**config.mk**
```make
export PLATFORM = sky130hd
export DESIGN_NAME = turn_controller
export DESIGN_NICKNAME = d
export VERILOG_FILES = /design/src/rtl/turn_controller.sv
export SDC_FILE = /design/constraint.sdc
export NUM_CORES = 1
export LEC_CHECK = 0
export BUFFER_PORTS_ARGS = -buffer_cell sky130_fd_sc_hd__buf_2
export CAP_MARGIN = 10
export CORE_MARGIN = 2
export CORE_UTILIZATION = 55
export DETAILED_ROUTE_END_ITERATION = 8
export GPL_ROUTABILITY_DRIVEN = 0
export HOLD_SLACK_MARGIN = 0.1
export PLACE_DENSITY = 0.76
export SETUP_SLACK_MARGIN = 0.1
export SYNTH_ARGS = -nofsm -noshare
export SYNTH_HDL_FRONTEND = slang
export SYNTH_SLANG_ARGS = --single-unit
```
**constraint.sdc**
```tcl
create_clock -name clk -period 2.9 [get_ports clk]
set_clock_uncertainty 0.15 [all_clocks]
set_input_delay 0.58 -clock clk [delete_from_list [all_inputs] [get_ports clk]]
set_output_delay 0.58 -clock clk [all_outputs]
set_load 0.05 [all_outputs]
```
**src/rtl/turn_controller.sv**
```systemverilog
// Turn sequencer for a card-matching game: select, compare, move, win check, pass turn.
// Latency: select accepted -> A next cycle; go sampled one cycle after A; B then W one cycle apart.
// Backpressure: none; sel_valid and start are dropped unless the FSM is in a state that takes them.
module turn_controller #(
  parameter int NUM_CARDS      = 12,
  parameter int TIMEOUT_CYCLES = 100_000_000
) (
  input  logic       clk,
  input  logic       rst,
  input  logic       start,
  input  logic [1:0] N,
  input  logic       sel_valid,
  input  logic [3:0] card_sel,
  input  logic       go,
  input  logic       W,
  output logic [3:0] position_data,
  output logic       A,
  output logic       B,
  output logic       statecombo_next_turn,
  output logic [1:0] cur_player,
  output logic [3:0] streak,
  output logic       game_over,
  output logic [1:0] winner
);

  localparam int TW = (TIMEOUT_CYCLES > 1) ? $clog2(TIMEOUT_CYCLES) : 1;
  localparam logic [TW-1:0] TIMER_LAST = TW'(TIMEOUT_CYCLES - 1);

  typedef enum logic [2:0] {
    S_IDLE   = 3'd0,
    S_SELECT = 3'd1,
    S_CHECK  = 3'd2,
    S_JUDGE  = 3'd3,
    S_MOVE   = 3'd4,
    S_WINCHK = 3'd5,
    S_NEXT   = 3'd6,
    S_OVER   = 3'd7
  } state_e;

  state_e          state_q, state_d;
  logic [1:0]      n_q, n_d;
  logic [1:0]      cur_player_q, cur_player_d;
  logic [3:0]      streak_q, streak_d;
  logic [TW-1:0]   timer_q, timer_d;
  logic [3:0]      position_data_q, position_data_d;
  logic [1:0]      winner_q, winner_d;

  logic card_ok;
  logic sel_accept;
  logic timed_out;

  assign card_ok    = 32'(card_sel) < NUM_CARDS;
  assign sel_accept = (state_q == S_SELECT) && sel_valid && card_ok;
  assign timed_out  = (timer_q == TIMER_LAST);

  // State register; reset aborts whatever turn is in flight.
  always_ff @(posedge clk or posedge rst) begin
    if (rst) begin
      state_q <= S_IDLE;
    end else begin
      state_q <= state_d;
    end
  end

  // Next-state logic; an accepted selection takes priority over the timeout.
  always_comb begin
    state_d = state_q;
    case (state_q)
      S_IDLE, S_OVER: if (start) state_d = S_SELECT;
      S_SELECT: begin
        if (sel_accept)     state_d = S_CHECK;
        else if (timed_out) state_d = S_NEXT;
      end
      S_CHECK:  state_d = S_JUDGE;
      S_JUDGE:  state_d = go ? S_MOVE : S_NEXT;
      S_MOVE:   state_d = S_WINCHK;
      S_WINCHK: state_d = W ? S_OVER : S_SELECT;
      S_NEXT:   state_d = S_SELECT;
      default:  state_d = S_IDLE;
    endcase
  end

  // Moore strobes decoded straight from the state register.
  always_comb begin
    A                    = (state_q == S_CHECK);
    B                    = (state_q == S_MOVE);
    statecombo_next_turn = (state_q == S_NEXT);
    game_over            = (state_q == S_OVER);
  end

  // Game bookkeeping: player rotation, streak, select timer, card and winner registers.
  always_comb begin
    n_d             = n_q;
    cur_player_d    = cur_player_q;
    streak_d        = streak_q;
    timer_d         = timer_q;
    position_data_d = position_data_q;
    winner_d        = winner_q;
    case (state_q)
      S_IDLE, S_OVER: begin
        if (start) begin
          n_d          = N;
          cur_player_d = 2'd0;
          streak_d     = 4'd0;
          timer_d      = '0;
          winner_d     = 2'd0;
        end
      end
      S_SELECT: begin
        if (sel_accept) begin
          position_data_d = card_sel;
          timer_d         = '0;
        end else if (timed_out) begin
          timer_d = '0;
        end else begin
          timer_d = timer_q + 1'b1;
        end
      end
      S_WINCHK: begin
        if (W) begin
          winner_d = cur_player_q;
        end else begin
          if (streak_q != 4'd15) streak_d = streak_q + 4'd1;
          timer_d = '0;
        end
      end
      S_NEXT: begin
        cur_player_d = (cur_player_q == n_q) ? 2'd0 : cur_player_q + 2'd1;
        streak_d     = 4'd0;
        timer_d      = '0;
      end
      default: ;
    endcase
  end

  // Bookkeeping registers, all cleared by reset.
  always_ff @(posedge clk or posedge rst) begin
    if (rst) begin
      n_q             <= 2'd0;
      cur_player_q    <= 2'd0;
      streak_q        <= 4'd0;
      timer_q         <= '0;
      position_data_q <= 4'd0;
      winner_q        <= 2'd0;
    end else begin
      n_q             <= n_d;
      cur_player_q    <= cur_player_d;
      streak_q        <= streak_d;
      timer_q         <= timer_d;
      position_data_q <= position_data_d;
      winner_q        <= winner_d;
    end
  end

  assign position_data = position_data_q;
  assign cur_player    = cur_player_q;
  assign streak        = streak_q;
  assign winner        = winner_q;

endmodule

```
[Word-level counts from Yosys, hierarchy flattened]
Cells that the tools add are included.
Operators by class
  add/subtract/negate cells: 3
  $lt $le $gt $ge: 1
  eq/ne operators: 15
  multiplexer cells: 20
  reduce and logical (&&, ||, !) cells: 15
Operators with widths (count)
  $mux W27: 4
  $pmux W27 S4: 1
  $add A27 B1 Y27 const B: 1
  $eq A27 B27 Y1 const B: 1
  $pmux W3 S7: 1
  $eq A3 B3 Y1 const B: 4
  $mux W3: 4
  $mux W4: 3
  $pmux W4 S3: 1
  $mux W2: 4
  $ne A2 B2 Y1 const B: 4
  $pmux W2 S2: 2
  $reduce_and A2 Y1: 4
  $eq A3 B2 Y1 const B: 2
  $reduce_and A3 Y1: 2
  $add A4 B1 Y4 const B: 1
  $lt A4 B4 Y1 const B: 1
  $ne A4 B4 Y1 const B: 1
  $reduce_and A4 Y1: 1
  $reduce_bool A2 Y1: 2
  $reduce_bool A4 Y1: 1
  $eq A3 B1 Y1 const B: 1
  $logic_not A3 Y1: 1
  $ne A3 B3 Y1 const B: 1
  other kinds (5): 6
Storage, ports and cells
  register bits after elaboration: 44
  bits of input ports: 12
  output and inout port bits: 16
  word-level logic and storage cells: 61

[Longest topological paths before layout]
  word-level depth: 5
  depth in mapped cells: 7
  gate-level depth less buffers: 6

[Worst setup path after synthesis]
No wires, ideal clock.
  path type: register -> output
  from: register state_q[2]
  to: output B
  arrival: 1869 ps
  data required time: 2170 ps
  path slack: 301 ps
  stages on the path, launching flop included: 4
  buffers on the path: 1
  cells stage by stage: dfrtp_1 > clkbuf_1 > inv_1 > nor3_1
Between the ends
  cells in the longest elaborated chain, start to end: 1
RTL lines
  start, declared: RTL line 40  | state_e state_q, state_d;
  start signal, assigned: RTL line 61  | state_q <= state_d;
  $eq A3 B3 Y1: RTL line 86  | B = (state_q == S_MOVE);
  end, declared: RTL line 18  | output logic B,
Every way passes these cells.

[Final worst setup path]
  from: register state_q[1]
  to: output statecombo_next_turn
Between the ends
  cells in the longest elaborated chain, start to end: 1
RTL lines
  $eq A3 B3 Y1: RTL line 87  | statecombo_next_turn = (state_q == S_NEXT);
  end, declared: RTL line 19  | output logic statecombo_next_turn,
Every way passes these cells.

==> impl_metrics.ini <==
[sta]
max_slew_margin_pct = 60.5
maxSlewViolCount = 0
finalHoldWorstSlack_ps = 251
tightest_slew_ps = 578
setup_viol = 0
fin_setup_tns_ps = 0
period_share_pct = 83.6
rsz0062_at_grt = false
period_needed_ps = 2420
hold_viol_final = 0
fmax_mhz = 412

[cells_and_area]
drive_gt1_share_pct = 15.3
final_core_util_pct = 63.5
antennaDiodeCount = 0
fin_area_sq_mm = 0.00275
final_cells = 359
syn2layout_area_growth_pct = 12.0
nets = 321

[setup_path]
worstPathMaxFanout = 15
startpoint_type = flip-flop
cp-end-kind = output pin
critical_path.endpoint = statecombo_next_turn
critPathArrivalTime_ps = 1690
r2r_start = timer_q[7]$_DFFE_PP0P_
crit_required_ps = 2170
regToRegEndpoint = timer_q[24]$_DFFE_PP0P_
crit_type = flip-flop to output pin
r2r_slack_ps = 590
reg2reg_depth = 5
startpoint = state_q[1]$_DFFE_PP0P_

[drt]
drtPass1Iterations = 4
wl_mm = 5.60
drc_errors = 0
num_vias = 2225
wire_per_inst_um = 15.6
drtIter0Drc = 195
vias_per_cell = 6.20
ant_nets = 0

[cts]
path_clk_slew_ps = 80
cts_buffers = 5
h-tree-depth = 2
cts_num_sinks = 44
clockRootBuffer = clkbuf_8
cts_setup_buffers = 0
cts_hold_buf = 0
clock_latency_ps = 300
cts_buffer_depth = 2
cts_tree = yes
cts_resized = 0

[yosys]
ys.warnings.count = 0
synth_area_sq_mm = 0.00245
synth_flop_cell = dfrtp_1
yosys.area.top_type = dfrtp_1
synthCells = 277
avgSynthCellArea_sq_um = 8.86
synth-edff-count = 0
ys_types = 48
ys_top_cells_by_area = dfrtp_1 45%, a21oi_1 4.9%, nand2_1 4.6%, nor2_1 4.1%, o31ai_1 3.7%
syn_nets = 291
ys_async_sr_fraction_pct = 100
synth-seq-cells = 44
yosysSeqAreaShare_pct = 44.9
yosysTopAreaCellShare_pct = 44.9

[global_routing]
grt_usage_pct = 24.2
grt_overflow = 0
antenna_found_initial = 0
grt_pass1_wl_mm = 9.82
grt_pass1_vias = 2106
grt_max_degree = 45

[hold_path]
holdCritPathClass = input port to asynchronous set/reset pin

[place]
dp_hpwl_mm = 3.89
placed_area_sq_mm = 0.00265
dp_cells = 352
io_buffers = 27

[power_and_ir_drop]
powerDensity_mw_per_mm2 = 812
leakage_nw = 1.14
max-vdd-ir-drop_mv = 0.388

[floorplan]
core_sq_mm = 0.00432
dieArea_sq_mm = 0.00501
start_util_pct = 56.7
num_io_pins = 28
die_h_um = 70.8
die_x_um = 70.8
rows = 24

[flow_run]
maxCapViolations = 0

[run_status]
status = completed
[power by group]
group / switching (mW) / internal [mW]
registers: 0.120 / 0.717
clock network: 0.201 / 0.212
logic: 0.695 / 0.286
total: 1.02 / 1.22
[metal layers]
metal,share of wire [%],vias to the layer above,track usage (%)
li1,-,1103,-
met1,48,1079,34.7
met2,47,38,37.9
met3,3.3,5,4.70
met4,0.91,0,6.71
met5,0,-,0
[worst min-delay path by stage]
stage	slack (ps)	end	cells after the start	start
2_1_floorplan	350	timer_q[26]$_DFFE_PP0P_	2	timer_q[26]$_DFFE_PP0P_
3_3_place_gp	320	winner[0]$_DFFE_PP0P_	1	winner[0]$_DFFE_PP0P_
3_5_place_dp	330	winner[1]$_DFFE_PP0P_	1	winner[1]$_DFFE_PP0P_
4_1_cts	270	timer_q[23]$_DFFE_PP0P_	3	rst
5_1_grt	300	timer_q[11]$_DFFE_PP0P_	3	rst
6_report	250	timer_q[23]$_DFFE_PP0P_	3	rst
[cells in the mapped netlist (2+ instances only)]
master and instances:
nor3_1 8, o21ai_0 15, a21o_1 2, nand4_1 12, buf_2 2, inv_1 9, mux2i_1 2, clkbuf_1 7
o31ai_1 12, a32o_1 3, xnor2_1 5, mux2_2 3, nor2b_1 2, or4_1 9, a21oi_1 24, and4_1 3
or3_1 4, ha_1 2, and3_1 3, nor2_1 27, nand2b_1 3, and2_1 3, a2111oi_0 3, a22o_1 2
xor2_1 2, dfrtp_1 44, a31oi_1 2, nand3_1 12, o21a_1 2, nor4_1 2, nand2_1 30, o22ai_1 2
[cells in the final DEF, fill, tap and decap left out, types with 3 or more instances in the layout]
cell and instances:
nor3_1 8, nand3_1 12, or4_1 9, o21ai_0 15, xnor2_1 5, nand2_1 30
and2_1 3, a21oi_1 24, o31ai_1 12, inv_1 8, nor2_1 27, buf_4 6
nand4_1 12, clkbuf_8 7, or3_1 4, dfrtp_1 44, a2111oi_0 3, and3_1 3
and4_1 3, nand2b_1 3, a32o_1 3, buf_2 27, mux2_2 3
[stage by stage]
| step | power, mW | setup WS, ps |
|---|---|---|
| final | 2.23 | 476 |
| after global routing | 2.38 | 378 |
| after CTS | 2.24 | 514 |
| after detailed placement | 1.82 | 530 |
| after global placement | 1.80 | 572 |
| after floorplan | 1.56 | 301 |
[worst max-delay path, stage by stage, from the launching register on]
cell,delay (ps)
dfrtp_1,620
nand2_1,180
nor2_1,270
buf_2,320
[state kept, by name (all words and copies together) (netlist names)]
signal and flops:
winner 2, timer_q 27, n_q 2, position_data 4
state_q 3, cur_player 2, streak 4
[cell type report]
cell class	count	area, sq um
fillers	396	1580
multi-input cells	214	1270
flip-flops and latches	44	1100
repair buffers	33	180
clock buffers	7	96.3
well taps	52	65.1
inverters	9	33.8
[cells by family after synthesis]
kind of cell / count (synthesis) / synth area share [%]
AND/OR/NAND/NOR: 122 / 25.4
AO/OA/AOI/OAI: 78 / 20.7
flip-flops: 44 / 44.9
buffers and inverters: 19 / 3.31
XOR/XNOR: 7 / 2.50
multiplexers: 5 / 2.19
adder cells (fa/ha/maj): 2 / 1.02
Note: power is estimated with default switching activity, not from simulation.
